$ cat config.mk
export PLATFORM = sky130hd
export DESIGN_NAME = redirect_fetch_flat
export DESIGN_NICKNAME = d
export VERILOG_FILES = /design/src/rtl/redirect_fetch_if.sv /design/src/rtl/redirect_fetch.sv /design/src/flat_wrapper.sv
export SDC_FILE = /design/constraint.sdc
export NUM_CORES = 1
export LEC_CHECK = 0
export BUFFER_PORTS_ARGS = -buffer_cell sky130_fd_sc_hd__buf_2
export CAP_MARGIN = 10
export CORE_UTILIZATION = 46
export DETAILED_ROUTE_END_ITERATION = 6
export GPL_TIMING_DRIVEN = 0
export PLACE_DENSITY = 0.8
export SYNTH_ARGS = -nofsm -noshare
export SYNTH_HDL_FRONTEND = slang
export SYNTH_SLANG_ARGS = --single-unit
$ cat constraint.sdc
create_clock -name clk -period 2.7 [get_ports clk]
set_clock_uncertainty 0.15 [all_clocks]
set_input_delay 0.81 -clock clk [delete_from_list [all_inputs] [get_ports clk]]
set_output_delay 0.81 -clock clk [all_outputs]
set_load 0.01 [all_outputs]
$ cat src/rtl/redirect_fetch_if.sv
// redirect_fetch_if: fetch-control inputs and PC/status outputs of redirect_fetch
interface redirect_fetch_if;
    logic        pcen;
    logic        redirect;
    logic [31:0] redirect_pc;
    logic        halt;
    logic [31:0] pc;
    logic [31:0] pc_plus4;
    logic        ifid_flush;
    logic        halted;
    logic        misalign;
    logic [15:0] flushsum;
    logic [15:0] stallsum;
    modport master (output pcen, redirect, redirect_pc, halt,
                    input pc, pc_plus4, ifid_flush, halted, misalign, flushsum, stallsum);
    modport slave (input pcen, redirect, redirect_pc, halt,
                   output pc, pc_plus4, ifid_flush, halted, misalign, flushsum, stallsum);
endinterface

$ cat src/rtl/redirect_fetch.sv
// redirect_fetch: fetch PC register with redirect/flush sequencing, terminal halt and event counters
module redirect_fetch #(
    parameter logic [31:0] RESET_PC     = 32'h00000000,
    parameter int          FLUSH_CYCLES = 1
) (
    input logic             clk,
    input logic             rst,
    redirect_fetch_if.slave bus
);
    localparam logic [1:0] RUN   = 2'd0;
    localparam logic [1:0] FLUSH = 2'd1;
    localparam logic [1:0] HALT  = 2'd2;
    logic [1:0]  state, state_nx;
    logic [2:0]  cnt, cnt_nx;
    logic [31:0] pc_nx;
    logic        live, accept, stall;
    assign live         = state != HALT;
    assign accept       = live & bus.redirect & bus.pcen & ~bus.halt;
    assign stall        = live & ~bus.pcen;
    assign bus.pc_plus4 = bus.pc + 32'd4;
    // next state/pc/counter: halt beats redirect, redirect beats sequential advance
    always_comb begin
        state_nx = state;
        cnt_nx   = cnt;
        pc_nx    = bus.pc;
        if (live && bus.halt) begin
            state_nx = HALT;
        end else if (accept) begin
            state_nx = FLUSH;
            cnt_nx   = 3'(FLUSH_CYCLES);
            pc_nx    = {bus.redirect_pc[31:2], 2'b00};
        end else if (live && bus.pcen) begin
            pc_nx = bus.pc_plus4;
            if (state == FLUSH) begin
                cnt_nx   = cnt - 3'd1;
                state_nx = (cnt == 3'd1) ? RUN : FLUSH;
            end
        end
    end
    // state, outputs and saturating counters; everything frozen once halted
    always_ff @(posedge clk or posedge rst) begin
        if (rst) begin
            state          <= RUN;
            cnt            <= 3'd0;
            bus.pc         <= RESET_PC;
            bus.ifid_flush <= 1'b0;
            bus.halted     <= 1'b0;
            bus.misalign   <= 1'b0;
            bus.flushsum   <= 16'd0;
            bus.stallsum   <= 16'd0;
        end else begin
            state          <= state_nx;
            cnt            <= cnt_nx;
            bus.pc         <= pc_nx;
            bus.ifid_flush <= state_nx == FLUSH;
            bus.halted     <= state_nx == HALT;
            if (accept && bus.redirect_pc[1:0] != 2'b00) bus.misalign <= 1'b1;
            if (accept && bus.flushsum != 16'hFFFF) bus.flushsum <= bus.flushsum + 16'd1;
            if (stall && bus.stallsum != 16'hFFFF) bus.stallsum <= bus.stallsum + 16'd1;
        end
    end
endmodule

$ cat src/flat_wrapper.sv
// flat-port wrapper written by rule: the top's interface ports become plain ports
module redirect_fetch_flat 
#(
    parameter logic [31:0] RESET_PC     = 32'h00000000,
    parameter int          FLUSH_CYCLES = 1
)
  (clk, rst, bus_pcen, bus_redirect, bus_redirect_pc, bus_halt, bus_pc, bus_pc_plus4, bus_ifid_flush, bus_halted, bus_misalign, bus_flushsum, bus_stallsum);
  redirect_fetch_if bus_i ();
  input logic clk;
  input logic rst;
  input wire logic [$bits(bus_i.pcen)-1:0] bus_pcen;
  input wire logic [$bits(bus_i.redirect)-1:0] bus_redirect;
  input wire logic [$bits(bus_i.redirect_pc)-1:0] bus_redirect_pc;
  input wire logic [$bits(bus_i.halt)-1:0] bus_halt;
  output wire logic [$bits(bus_i.pc)-1:0] bus_pc;
  output wire logic [$bits(bus_i.pc_plus4)-1:0] bus_pc_plus4;
  output wire logic [$bits(bus_i.ifid_flush)-1:0] bus_ifid_flush;
  output wire logic [$bits(bus_i.halted)-1:0] bus_halted;
  output wire logic [$bits(bus_i.misalign)-1:0] bus_misalign;
  output wire logic [$bits(bus_i.flushsum)-1:0] bus_flushsum;
  output wire logic [$bits(bus_i.stallsum)-1:0] bus_stallsum;
  assign bus_i.pcen = bus_pcen;
  assign bus_i.redirect = bus_redirect;
  assign bus_i.redirect_pc = bus_redirect_pc;
  assign bus_i.halt = bus_halt;
  assign bus_pc = bus_i.pc;
  assign bus_pc_plus4 = bus_i.pc_plus4;
  assign bus_ifid_flush = bus_i.ifid_flush;
  assign bus_halted = bus_i.halted;
  assign bus_misalign = bus_i.misalign;
  assign bus_flushsum = bus_i.flushsum;
  assign bus_stallsum = bus_i.stallsum;
  redirect_fetch #(.RESET_PC(RESET_PC), .FLUSH_CYCLES(FLUSH_CYCLES)) u_core (.clk(clk), .rst(rst), .bus(bus_i));
endmodule
After elaboration in Yosys (flattened, before gate mapping)
Index checks and enable logic that the tools add are counted.
{"block": "word_totals", "ff_bits": 72, "wordCells": 46}
{"block": "op_classes", "n_addsub": 4, "n_eq_ne": 7, "n_mux": 10, "bitwise": 7, "n_reduce_logical": 10}
{"operator": "$mux W32", "count": 2}
{"operator": "$add A16 B1 Y16 const B", "count": 2}
{"operator": "$add A32 B3 Y32 const B", "count": 1}
{"operator": "$ne A16 B16 Y1 const B", "count": 2}
{"operator": "$mux W3", "count": 3}
{"operator": "$mux W2", "count": 4}
{"operator": "$reduce_bool A2 Y1", "count": 3}
{"operator": "$logic_and A1 B1 Y1", "count": 5}
{"operator": "$and A1 B1 Y1", "count": 4}
{"operator": "$eq A2 B1 Y1 const B", "count": 2}
{"operator": "$eq A3 B1 Y1 const B", "count": 1}
{"operator": "$not A1 Y1", "count": 3}
{"operator": "$reduce_and A3 Y1", "count": 1}
{"operator": "$sub A3 B1 Y3 const B", "count": 1}
{"operator": "$eq A2 B2 Y1 const B", "count": 1}
{"operator": "$ne A2 B2 Y1 const B", "count": 1}
{"operator": "$reduce_and A2 Y1", "count": 1}
{"operator": "$mux W1", "count": 1}

Longest topological paths before layout
Gate-level depths: netlist of run 1.
{"block": "depth", "depth_word": 7, "ltp_mapped": 7}

Worst setup path after synthesis of run 1
OpenSTA, ideal clock, no wires.
{"block": "synth_path", "kind": "flip-flop to output port", "start": "reg u_core.bus.pc[3]", "end": "out bus_pc_plus4[26]", "t_arrival_ps": 1816, "t_required_ps": 1740, "slack_ps": -76, "stages_incl_launch_ff": 7, "n_path_buf": 1, "cell_sequence": "dfrtp_1 -> ha_1 -> nand3_1 -> or4_4 -> buf_6 -> nor3_4 -> xor2_1"}
{"block": "synth_between", "elab_chain_cells": 1}
{"item": "start: declaration", "line": "redirect_fetch_if.sv:17", "source": "output pc, pc_plus4, ifid_flush, halted, misalign, flushsum, stallsum);"}
{"item": "start signal: assignment", "line": "redirect_fetch.sv:54", "source": "bus.pc <= pc_nx;"}
{"item": "$add A32 B3 Y32", "line": "redirect_fetch.sv:20", "source": "assign bus.pc_plus4 = bus.pc + 32'd4;"}
{"item": "end: declaration", "line": "flat_wrapper.sv:16", "source": "output wire logic [$bits(bus_i.pc_plus4)-1:0] bus_pc_plus4;"}
Every way passes these cells.

Final worst setup path of run 1
{"block": "layout_path", "start": "reg u_core.bus.pc[3]", "end": "out bus_pc_plus4[14]"}
The elaborated chain is that of the path after synthesis.

==> results.rst, run 1 <==
.. list-table::
   :header-rows: 1

   * - Metric
     - Value
   * - Status
     - complete, but fails checks
   * - Violated checks
     - setup timing
   * - Remaining global-route overflow
     - 0
   * - Clock tree from TritonCTS
     - yes
   * - Worst-case reg-to-reg path depth
     - 6
   * - Count of input and output buffers
     - 131
   * - Clock root buffer
     - clkbuf_8
   * - Most used cells in the layout excluding fill and tap cells
     - 131 x buf_2, 53 x dfrtp_1, 52 x buf_4
   * - Total of endpoints with negative setup slack in the final report
     - 23
   * - Kind of end point of the critical path
     - primary output
   * - Endpoint of the lowest-slack register-to-register path
     - u_core.cnt[1]
   * - Via count of the first global-routing pass
     - between 3000 and 4000
   * - Type of the worst setup path
     - reg -> out
   * - Unrepaired setup endpoints after global routing
     - true
   * - Register cell area after layout
     - between 0.0015 and 0.002 mm^2
   * - Routed length per instance
     - 18.34 um
   * - Period minus WS final
     - 3.147 ns
   * - Worst setup slack after placement
     - -0.3999 ns
   * - Cell type contributing the most total cell area after synthesis
     - dfrtp_1
   * - Inserted Clock Buffers
     - 9
   * - Worst-margin pin slew
     - 0.8519 ns
   * - Worst path required time
     - approximately 1.7 ns
   * - Setup Total Neg Slack
     - -7.231 ns
   * - Achievable clock frequency
     - between 300 and 400 MHz
   * - Final setup slack of the worst path
     - -0.4466 ns
   * - Synth async-reset ratio
     - 100.0%
   * - Initial antenna violation count
     - 0
   * - Total power density per cell area
     - roughly 480 mW/mm^2
   * - Most common library cell in the layout ignoring fill and taps
     - buf_2
   * - Skew-Pair Late Insertion Delay
     - roughly 0.35 ns
   * - Smallest hold slack
     - between 0.2 and 0.3 ns
   * - Worst rel slew slack
     - between 40% and 50%
   * - Reg clk slew, reported paths
     - 0.09 ns
   * - Path type of the worst min-delay path
     - in -> async
   * - Half-perimeter wire length of the detailed placement result
     - between 8000 and 9000 um
   * - Starting density of the core
     - 47.35%
   * - Detailed router's first-iteration violation count
     - between 300 and 400
   * - Global-route total usage across every layer
     - 27.09%
   * - Final routed DRC violation total
     - 0
   * - Maximum number of pins on one net before global-route repair
     - 35
   * - Total die area
     - ~0.0093 mm^2
   * - Maximum fanout encountered on the critical timing path
     - 6
   * - Wire length of the first global-routing pass
     - 19340 um
   * - Crit start category
     - register
   * - Register bit total from synthesis
     - 70
   * - Post-synth design cell area
     - between 0.004 and 0.005 mm^2
   * - Layout area overhead
     - 47.59%
   * - Count of vias placed by the detailed router
     - approximately 4400
   * - Number of primary I/O pins
     - between 100 and 150
   * - Number of standard cells in the layout, taps in and fillers out
     - around 760
   * - Number of sinks handled by clock tree synthesis
     - 70
   * - Worst flop-to-flop path startpoint
     - u_core.state[1]
   * - Ant diodes
     - 0
   * - Core region area
     - just under 0.009 mm^2
   * - Worst endpoint data arrival time
     - 2.19 ns
   * - Post-synthesis sequential area ratio
     - between 40% and 50%
   * - Number of detailed-route iterations in the first pass
     - 5
   * - Share of post-route cells with drive strength above 1
     - 44.60%
   * - Max-slew violation count
     - 0
   * - Net count of the finished layout
     - slightly below 700
   * - Number of maximum-capacitance constraint violations
     - 0
   * - Clock Tree Buf Depth
     - 2
   * - Most used flip-flop cell after synthesis
     - dfrtp_1
   * - Via-to-Cell Ratio
     - 5.856
   * - Post-synthesis cell type count
     - 53
   * - Floorplan die width
     - approximately 97 um
   * - Mean cell area of the mapped netlist
     - between 9 and 10 um^2
   * - Top cell type's share of synthesized area
     - between 40% and 50%
   * - Total detailed-routing wirelength
     - around 14000 um
   * - Termination of the worst setup path
     - bus_pc_plus4[14]
   * - Standard-cell rows
     - 34
   * - Htree depth
     - 3
   * - Source of the critical timing path
     - u_core.bus.pc[3]
   * - Number of enable flip-flop cells after synthesis
     - 0
   * - Area taken by multi-input logic gates
     - approximately 0.0026 mm^2
   * - Most area-consuming cells after synthesis
     - dfrtp_1 43%, xnor2_1 7.5%, xor2_1 4.3%
   * - RD Place Congestion
     - roughly 0.85
   * - Setup slack on the worst flop-to-flop path
     - 0.26 ns
   * - Placed Cells
     - just under 700
   * - Total of warnings raised by yosys
     - 0
   * - Leak Pwr
     - roughly 3 nW
   * - Post-route fraction of the period consumed by the critical path
     - 116.5%
   * - Post-synthesis instance total
     - 438
   * - IR Drop Worst-Case VDD
     - around 290 uV
   * - Number of filler instances in the final layout
     - 651
   * - Die span in y
     - about 97 um
   * - Number of hold-slack violations in the final timing report
     - 0
   * - ANT nets after route
     - 0
## cells in the mapped netlist (15+ instances only)
library cell / number
a21oi_1: 16
clkbuf_1: 15
dfrtp_1: 70
nand2_1: 35
nand3_1: 26
nand4_1: 16
nor2_1: 35
nor3_1: 15
o21ai_0: 23
xnor2_1: 35
xor2_1: 20
## metal layers
layer	share of wire, %	vias up	track usage (%)
met4	4.6	0	12.75
li1	-	1977	-
met1	39	2111	35.60
met3	7.4	72	4.147
met5	0	-	0
met2	49	267	43.84
## state kept, by name (all words and copies together) (netlist names)
| signal | cells |
|---|---|
| u_core.bus.flushsum | 16 |
| u_core.bus.halted | 1 |
| u_core.bus.ifid_flush | 1 |
| u_core.bus.misalign | 1 |
| u_core.bus.pc | 30 |
| u_core.bus.stallsum | 16 |
| u_core.cnt | 3 |
| u_core.state | 2 |
## report_power, final
| group | switching [mW] | internal (mW) | total (mW) |
|---|---|---|---|
| logic | 0.358 | 0.323 | 0.682 |
| clock network | 0.443 | 0.523 | 0.966 |
| registers | 0.137 | 1.13 | 1.27 |
## through the flow
step	power [mW]	area, um^2	util, %
after floorplan	1.554	4182	-
after global placement	1.770	4972	57.30
after detailed placement	1.801	5012	57.76
after CTS	2.810	5659	65.21
after global routing	3.034	6065	69.88
final	2.917	6065	69.88
## cell families after synthesis
family | after synthesis | synth area share, %
compound gates | 94 | 14.98
other cells | 1 | 0.09126
fa+ha+maj | 5 | 1.523
buf+inv | 34 | 3.776
simple gates | 170 | 23.02
mux | 9 | 2.253
flops | 70 | 42.63
xor+xnor | 55 | 11.72
## layout make-up
type                            instances  share of cell area (%)
Clock inverter                          7                   1.609
Inverter                               10                  0.6808
Tap cell                              108                   2.228
Multi-Input combinational cell        337                   42.31
Clock buffer                            9                   2.043
Sequential cell                        70                   29.23
Buffer                                 22                   1.939
Timing Repair Buffer                  193                   19.95
## worst max-delay path, stage by stage (launching register included)
cell     delay, ns
dfrtp_1       0.44
ha_4          0.18
nand3_4       0.08
or4_4         0.53
buf_4         0.19
buf_6         0.11
xnor2_1       0.14
buf_2         0.16
## what timing repair did
item,4_1_cts,5_1_grt
gates cloned,0,0
endpoints found under the setup margin,22,26
hold buffers,0,0
gates resized for setup,51,38
setup buffers,28,33
pin swaps,17,25
## how the worst min path moves through the flow
stage	from	to	cells past startpoint	slack [ns]
6_report	rst	u_core.bus.pc[8]	2	0.26
3_3_place_gp	u_core.bus.misalign	u_core.bus.misalign	1	0.30
4_1_cts	rst	u_core.bus.pc[6]	2	0.27
3_5_place_dp	u_core.bus.misalign	u_core.bus.misalign	1	0.32
2_1_floorplan	u_core.cnt[2]	u_core.cnt[2]	1	0.29
5_1_grt	rst	u_core.bus.pc[2]	2	0.27
Power figures use the tool's default switching activity.
==> run 2: changes to the inputs <==
CORE_UTILIZATION = 48   (was 46)
CTS_BUF_LIST = sky130_fd_sc_hd__clkbuf_4   (was default)
GPL_TIMING_DRIVEN = default   (was 0)
PLACE_DENSITY = 0.82   (was 0.8)
==> run 2 against run 1 <==
  * Routed wire length shrank 9.7%
  * Worst setup slack lost 0.16 ns
  * Critical path type unchanged
  * Core utilization grew 1.5 points
  * Largest power group unchanged
  * Critical path depth shrank 1
  * Global-route usage grew 1.3 points
  * Hold slack gained 0.034 ns
  * Maximum frequency shrank 4.8%
  * Die area shrank 4.1%
  * The run still ends with setup timing left
  * First-iteration DRC count shrank 44%
==> results.rst, run 2 (same netlist as run 1, synthesis figures left out) <==
.. list-table::
   :header-rows: 1

   * - Metric
     - Value
   * - Most used cells in the layout excluding fill and tap cells
     - 130 x buf_2, 68 x dfrtp_1, 64 x buf_4
   * - Number of standard cells in the layout, taps in and fillers out
     - 743 (-1.7%)
   * - Count of buffer and inverter cells on the critical path
     - 1 (-2)
   * - Worst flop-to-flop path startpoint
     - u_core.bus.pc[3]
   * - Total die area
     - 0.008934 mm^2 (-4.1%)
   * - Worst-case reg-to-reg path depth
     - 8 (+2)
   * - Routed length per instance
     - 16.85 um (-8.1%)
   * - Smallest hold slack
     - 0.2939 ns (+0.03371 ns)
   * - Standard-cell rows
     - 33 (-2.9%)
   * - Htree depth
     - 3 (unchanged)
   * - Total detailed-routing wirelength
     - 12520 um (-9.7%)
   * - Final routed DRC violation total
     - 0 (unchanged)
   * - Worst path required time
     - 1.74 ns (about the same)
   * - ANT nets after route
     - 0 (unchanged)
   * - Violated checks
     - setup timing
   * - Net count of the finished layout
     - 675 (-1.5%)
   * - Biggest register
     - u_core.bus.pc
   * - Maximum number of pins on one net before global-route repair
     - 48 (+37%)
   * - Max-slew violation count
     - 0 (unchanged)
   * - Endpoint of the lowest-slack register-to-register path
     - u_core.bus.pc[18]
   * - Type of the worst setup path
     - reg -> out
   * - Worst endpoint data arrival time
     - 2.35 ns (+0.16 ns)
   * - Number of maximum-capacitance constraint violations
     - 0 (unchanged)
   * - Number of filler instances in the final layout
     - 627 (-3.7%)
   * - Clock tree from TritonCTS
     - yes
   * - Total of endpoints with negative setup slack in the final report
     - 25 (+8.7%)
   * - Floorplan die width
     - 94.52 um (-2.1%)
   * - Via count of the first global-routing pass
     - 4178 (+5.3%)
   * - Period minus WS final
     - 3.306 ns (+0.1599 ns)
   * - Clock Tree Buf Depth
     - 2 (unchanged)
   * - Die span in y
     - 94.52 um (-2.1%)
   * - Reg clk slew, reported paths
     - 0.13 ns (+0.04 ns)
   * - Final instance area
     - 0.005896 mm^2 (-2.8%)
   * - Placed Cells
     - 700 (+2.6%)
   * - Length of routed met2 wiring
     - 6361 um (-5.9%)
   * - RD Place Congestion
     - 0.8681 (+2.7%)
   * - Length of routed met3 wiring
     - 622 um (-39%)
   * - Termination of the worst setup path
     - bus_pc_plus4[18]
   * - Global-route total usage across every layer
     - 28.37% (+1.3 points)
   * - Number of cells on the critical path
     - 6 (-1)
   * - Starting density of the core
     - 49.76% (+2.4 points)
   * - Skew-Pair Late Insertion Delay
     - 0.43 ns (+0.08 ns)
   * - Setup slack on the worst flop-to-flop path
     - 0.35 ns (+0.09 ns)
   * - M1 WL
     - 5053 um (-7.2%)
   * - Number of detailed-route iterations in the first pass
     - 6 (+1)
   * - Ant diodes
     - 0 (unchanged)
   * - Count of vias placed by the detailed router
     - 4239 (-4.2%)
   * - Core region area
     - 0.008258 mm^2 (-4.8%)
   * - Inserted Clock Buffers
     - 9 (unchanged)
   * - Number of sinks handled by clock tree synthesis
     - 70 (unchanged)
   * - Critical Path Max Stage Delay
     - 0.62 ns (+0.09 ns)
   * - Clock root buffer
     - clkbuf_4
   * - Crit start category
     - register
   * - Count of input and output buffers
     - 131 (unchanged)
   * - Unrepaired setup endpoints after global routing
     - true
   * - Most common library cell in the layout ignoring fill and taps
     - buf_2
   * - Cells traversed along the worst timing path
     - ha_4 > nand3_4 > or4_4 > nor3_4 > xor2_2 > buf_4
   * - Kind of end point of the critical path
     - primary output
   * - Path type of the worst min-delay path
     - in -> async
   * - IR Drop Worst-Case VDD
     - 297.7 uV (+3.4%)
   * - Status
     - complete, but fails checks
   * - Number of hold-slack violations in the final timing report
     - 0 (unchanged)
   * - Source of the critical timing path
     - u_core.bus.pc[3]
   * - Achievable clock frequency
     - 302.4 MHz (-4.8%)
   * - Post-route fraction of the period consumed by the critical path
     - 122.5% (+5.9 points)
   * - Layout area overhead
     - 43.48%
   * - Area of placed instances
     - 0.005219 mm^2 (+4.1%)
   * - Via-to-Cell Ratio
     - 5.705 (-2.6%)
   * - Number of primary I/O pins
     - 136 (unchanged)
   * - Initial antenna violation count
     - 0 (unchanged)
   * - Register cell area after layout
     - 0.001754 mm^2 (-1.1%)
   * - Maximum fanout encountered on the critical timing path
     - 6 (unchanged)
   * - Half-perimeter wire length of the detailed placement result
     - 8187 um (-1.7%)
   * - Share of post-route cells with drive strength above 1
     - 43.42% (-1.2 points)
   * - Top routing layer in use
     - met4
   * - Area taken by multi-input logic gates
     - 0.002545 mm^2 (-0.83%)
   * - Largest registers
     - u_core.bus.pc x30, u_core.bus.flushsum x16, u_core.bus.stallsum x16
   * - Worst rel slew slack
     - 57.38% (+15 points)
   * - Detailed router's first-iteration violation count
     - 190 (-44%)
   * - Crit-path slowest cell
     - or4_4
   * - Worst-margin pin slew
     - 0.6380 ns (-0.2139 ns)
   * - Crit-path leading delay family
     - simple AND/OR/NAND/NOR gates
   * - Remaining global-route overflow
     - 0 (unchanged)
   * - Total power density per cell area
     - 459.2 mW/mm^2 (-4.5%)
   * - Final setup slack of the worst path
     - -0.6065 ns (-0.1599 ns)
   * - Wire length of the first global-routing pass
     - 19680 um (+1.7%)
   * - Max reg flops
     - 30 (unchanged)
   * - Leak Pwr
     - 2.960 nW (+0.32%)
## run 2: cell types whose count changed in the layout (fill, tap and decap cells not counted), moves of 2 or more
cell	delta
xnor2_2	+2
clkbuf_8	-9
clkinvlp_4	-2
buf_6	-5
nor2_2	+2
clkinv_1	+2
clkbuf_4	+10
dfrtp_2	-15
buf_12	-2
clkbuf_1	-14
dfrtp_1	+15
buf_4	+12
## run 2: metrics by stage
stage / util, % / worst slack (ns) / total power, mW / TNS (ns)
2_1_floorplan: - / -0.02035 / 1.554 / -0.06066
3_3_place_gp: 63.20 / 0.06956 / 1.838 / 0
3_5_place_dp: 63.20 / 0.01519 / 1.858 / 0
4_1_cts: 69.32 / -0.4298 / 2.666 / -6.248
5_1_grt: 71.39 / -0.6860 / 2.828 / -10.95
6_report: 71.39 / -0.6065 / 2.707 / -8.612
## run 2: layer usage
metal	track usage, %	vias up
met5	0	-
met4	13.01	0
met3	6.200	46
met2	47.77	170
met1	34.72	2064
li1	-	1959
## run 2: worst reg2reg max path: stages (launching register included)
cell and delay, ns:
dfrtp_1 0.42, ha_4 0.17, nand3_4 0.09, or4_4 0.62
nor3_4 0.28, buf_4 0.15, buf_4 0.10, a31oi_1 0.07
o22a_1 0.19
## run 2: timing repair
| item | CTS | global route |
|---|---|---|
| pin swaps | 30 | 15 |
| endpoints found under the setup margin | 24 | 26 |
| buffers inserted | 22 | 9 |
| hold buffers | 0 | 0 |
| gates cloned | 1 | 0 |
| gates resized for setup | 40 | 22 |
## run 2: power breakdown
group | internal [mW] | switching, mW | total [mW]
Sequential | 1.13 | 0.0988 | 1.23
Clock | 0.385 | 0.397 | 0.782
Combinational | 0.330 | 0.369 | 0.699
Total | 1.84 | 0.865 | 2.71
## run 2: worst min path at each step
| stage | startpoint | endpoint | slack, ns | depth (start not counted) |
|---|---|---|---|---|
| 2_1_floorplan | u_core.cnt[2] | u_core.cnt[2] | 0.29 | 1 |
| 3_3_place_gp | u_core.bus.misalign | u_core.bus.misalign | 0.31 | 1 |
| 3_5_place_dp | u_core.bus.misalign | u_core.bus.misalign | 0.31 | 1 |
| 4_1_cts | rst | u_core.bus.pc[26] | 0.31 | 2 |
| 5_1_grt | rst | u_core.bus.pc[8] | 0.31 | 2 |
| 6_report | rst | u_core.bus.pc[8] | 0.29 | 2 |
## run 2: final cells by class
type / instances / area share [%]
Inverter: 10 / 0.7003
Sequential cell: 70 / 29.75
Multi-Input combinational cell: 337 / 43.17
Clock inverter: 6 / 1.443
Timing Repair Buffer: 205 / 21.43
Clock buffer: 10 / 1.273
Tap cell: 105 / 2.228
==> run 3: changes to the inputs <==
CORE_MARGIN = 2   (was default)
CORE_UTILIZATION = 53   (was 48)
PLACE_DENSITY = 0.86   (was 0.82)
clock period = 3.2 ns   (was 2.7 ns; I/O delays follow)
==> run 3 against run 2 <==
  * The flow still finishes with violations (setup timing)
  * Routed wire length down 4.7%
  * Clock-buffer cell count down 1
  * Sequential share of layout area up 2.2 points
  * Sequential power down 15%
  * Worst setup slack better by 0.38 ns
  * Combinational power down 26%
  * Global-route usage down 1.1 points
  * Register-to-register slack better by 0.63 ns
  * Largest power group unchanged
==> results.rst, run 3 (same netlist as run 1, synthesis figures left out) <==
.. list-table::
   :header-rows: 1

   * - Metric
     - Value
   * - Maximum number of pins on one net before global-route repair
     - 71 (+48%)
   * - Overall power of the completed layout
     - 2.237 mW (-17%)
   * - Max reg flops
     - 30 (unchanged)
   * - Floorplan die width
     - 92.05 um (-2.6%)
   * - Share of power burned in the clock network
     - 29.7% (+0.8 points)
   * - Number of sinks handled by clock tree synthesis
     - 70 (unchanged)
   * - Standard-cell rows
     - 32 (-3.0%)
   * - Path type of the worst min-delay path
     - reg -> reg
   * - Global-route total usage across every layer
     - 27.27% (-1.1 points)
   * - Final setup slack of the worst path
     - -0.2270 ns (+0.3795 ns)
   * - RD Place Congestion
     - 0.8432 (-2.9%)
   * - Internal power contribution
     - 1.515 mW (-18%)
   * - Leak Pwr
     - 2.746 nW (-7.2%)
   * - Worst path required time
     - 2.09 ns (+0.35 ns)
   * - Clock root buffer
     - clkbuf_4
   * - Skew-Pair Late Insertion Delay
     - 0.42 ns (about the same)
   * - Most common library cell in the layout ignoring fill and taps
     - buf_2
   * - Sequential share of power
     - 47.1% (+1.8 points)
   * - Violated checks
     - setup timing
   * - Count of input and output buffers
     - 131 (unchanged)
   * - Share of post-route cells with drive strength above 1
     - 40.33% (-3.1 points)
   * - Number of hold-slack violations in the final timing report
     - 0 (unchanged)
   * - Total of endpoints with negative setup slack in the final report
     - 12 (-52%)
   * - Htree depth
     - 3 (unchanged)
   * - Number of hold buffers added after CTS
     - 0 (unchanged)
   * - Count of vias placed by the detailed router
     - 4188 (-1.2%)
   * - Number of stages on the worst hold path
     - 1
   * - Total detailed-routing wirelength
     - 11930 um (-4.7%)
   * - Switching power as a share of total power
     - 32.29% (+0.35 points)
   * - Detailed router's first-iteration violation count
     - 415 (+120%)
   * - Number of maximum-capacitance constraint violations
     - 0 (unchanged)
   * - Worst-margin pin slew
     - 0.5119 ns (-0.1261 ns)
   * - Achievable clock frequency
     - 291.8 MHz
   * - Inserted Clock Buffers
     - 9 (unchanged)
   * - Remaining global-route overflow
     - 0 (unchanged)
   * - Total power density per cell area
     - 404.7 mW/mm^2 (-12%)
   * - Smallest hold slack
     - 0.3436 ns (+0.04968 ns)
   * - Core region area
     - 0.007607 mm^2 (-7.9%)
   * - Net count of the finished layout
     - 652 (-3.4%)
   * - ANT nets after route
     - 0 (unchanged)
   * - Maximum fanout encountered on the critical timing path
     - 7 (+1)
   * - Max-slew violation count
     - 0 (unchanged)
   * - Total net switching power
     - 0.7225 mW (-16%)
   * - Area of placed instances
     - 0.004906 mm^2 (-6.0%)
   * - Ant diodes
     - 0 (unchanged)
   * - Number of detailed-route iterations in the first pass
     - 5 (-1)
   * - Unrepaired setup endpoints after global routing
     - true
   * - Post-route fraction of the period consumed by the critical path
     - 107.1%
   * - Crit start category
     - register
   * - Clock Tree Buf Depth
     - 2 (unchanged)
   * - Hold wc startpoint
     - u_core.bus.stallsum[8]
   * - Worst rel slew slack
     - 65.80% (+8.4 points)
   * - Routed length per instance
     - 16.64 um (-1.2%)
   * - Placed Cells
     - 664 (-5.1%)
   * - Worst-case reg-to-reg path depth
     - 5 (-3)
   * - Status
     - complete, but fails checks
   * - Biggest register
     - u_core.bus.pc
   * - Total die area
     - 0.008473 mm^2 (-5.2%)
   * - Die span in y
     - 92.05 um (-2.6%)
   * - Final instance area
     - 0.005528 mm^2 (-6.2%)
   * - Via count of the first global-routing pass
     - 3859 (-7.6%)
   * - Via-to-Cell Ratio
     - 5.841 (+2.4%)
   * - Type of the worst setup path
     - reg -> out
   * - Reg clk slew, reported paths
     - 0.14 ns (about the same)
   * - Source of the critical timing path
     - u_core.bus.pc[2]
   * - Number of standard cells in the layout, taps in and fillers out
     - 717 (-3.5%)
   * - Most used cells in the layout excluding fill and tap cells
     - 131 x buf_2, 57 x dfrtp_1, 46 x buf_4
   * - Clock tree from TritonCTS
     - yes
   * - Period minus WS final
     - ~3.4 ns
   * - Half-perimeter wire length of the detailed placement result
     - 7280 um (-11%)
   * - Layout area overhead
     - 34.53%
   * - Combinational fraction of design power
     - 23.2% (-2.6 points)
   * - Starting density of the core
     - 54.01% (+4.3 points)
   * - Final Util
     - 72.66% (+1.3 points)
   * - IR Drop Worst-Case VDD
     - 352.5 uV (+18%)
   * - Worst flop-to-flop path startpoint
     - u_core.bus.flushsum[0]
   * - Largest registers
     - u_core.bus.pc x30, u_core.bus.flushsum x16, u_core.bus.stallsum x16
   * - Setup slack on the worst flop-to-flop path
     - 0.98 ns (+0.63 ns)
   * - Final routed DRC violation total
     - 0 (unchanged)
   * - Wire length of the first global-routing pass
     - 18550 um (-5.7%)
   * - Initial antenna violation count
     - 0 (unchanged)
   * - Kind of end point of the critical path
     - primary output
   * - Number of primary I/O pins
     - 136 (unchanged)
   * - Worst endpoint data arrival time
     - 2.32 ns (-0.03 ns)
## run 3: cell count changes in the layout (fill, tap and decap cells not counted), moves of 3 or more
| cell | change |
|---|---|
| xnor2_1 | +8 |
| buf_4 | -18 |
| xor2_1 | +4 |
| and3_4 | -3 |
| dfrtp_2 | +11 |
| dfrtp_1 | -11 |
| buf_6 | -6 |
| nand3_4 | -6 |
| nand3_2 | +3 |
| xor2_2 | -4 |
| xnor2_2 | -8 |
| nand3_1 | +3 |
## run 3: per-layer routing
layer / track usage, % / vias up / share of wire (%)
met1: 36.38 / 2014 / 41
met5: 0 / - / 0
li1: - / 1927 / -
met2: 42.89 / 204 / 50
met4: 12.19 / 0 / 3.3
met3: 5.752 / 43 / 6.2
## run 3: power groups by stage
stage	Combinational (mW)	Sequential (mW)	Clock, mW
2_1_floorplan	0.213	1.09	0
3_3_place_gp	0.416	1.06	0
3_5_place_dp	0.425	1.07	0
4_1_cts	0.478	1.05	0.675
5_1_grt	0.561	1.06	0.720
6_report	0.519	1.05	0.665
## run 3: path summary, 6_finish.rpt
kind	to
max	bus_pc_plus4[20]
min	u_core.bus.stallsum[8]
max reg2reg	u_core.bus.flushsum[1]
min reg2reg	u_core.bus.stallsum[8]
max in group asynchronous	u_core.bus.pc[22]
min in group asynchronous	u_core.bus.ifid_flush
## run 3: final cells by class
class,count,area (um^2)
multi-input combinational,337,2365
fill,572,2079
sequential,70,1768
timing repair buffer,182,1066
tap,102,127.6
clock inverter,7,96.34
clock buffer,9,67.56
inverter,10,37.54
## run 3: metrics by stage
stage / setup TNS (ns) / worst slack, ns
floorplan: 0 / 0.2739
global route: -2.430 / -0.2956
global placement: 0 / 0.1933
CTS: -0.5847 / -0.08953
detailed placement: 0 / 0.1447
finish: -0.9520 / -0.2270
## run 3: worst max-delay path, stage by stage (launching register included)
cell     delay [ns]
dfrtp_1        0.40
ha_2           0.20
nand3_2        0.09
or4_4          0.56
nor3_4         0.21
xor2_1         0.25
buf_2          0.18
## run 3: what timing repair did
action                     in CTS  in global routing
setup buffers                  22                 15
resized for setup              31                 17
pin swaps                       9                  8
gates cloned                    1                  0
setup endpoints to repair      18                 20
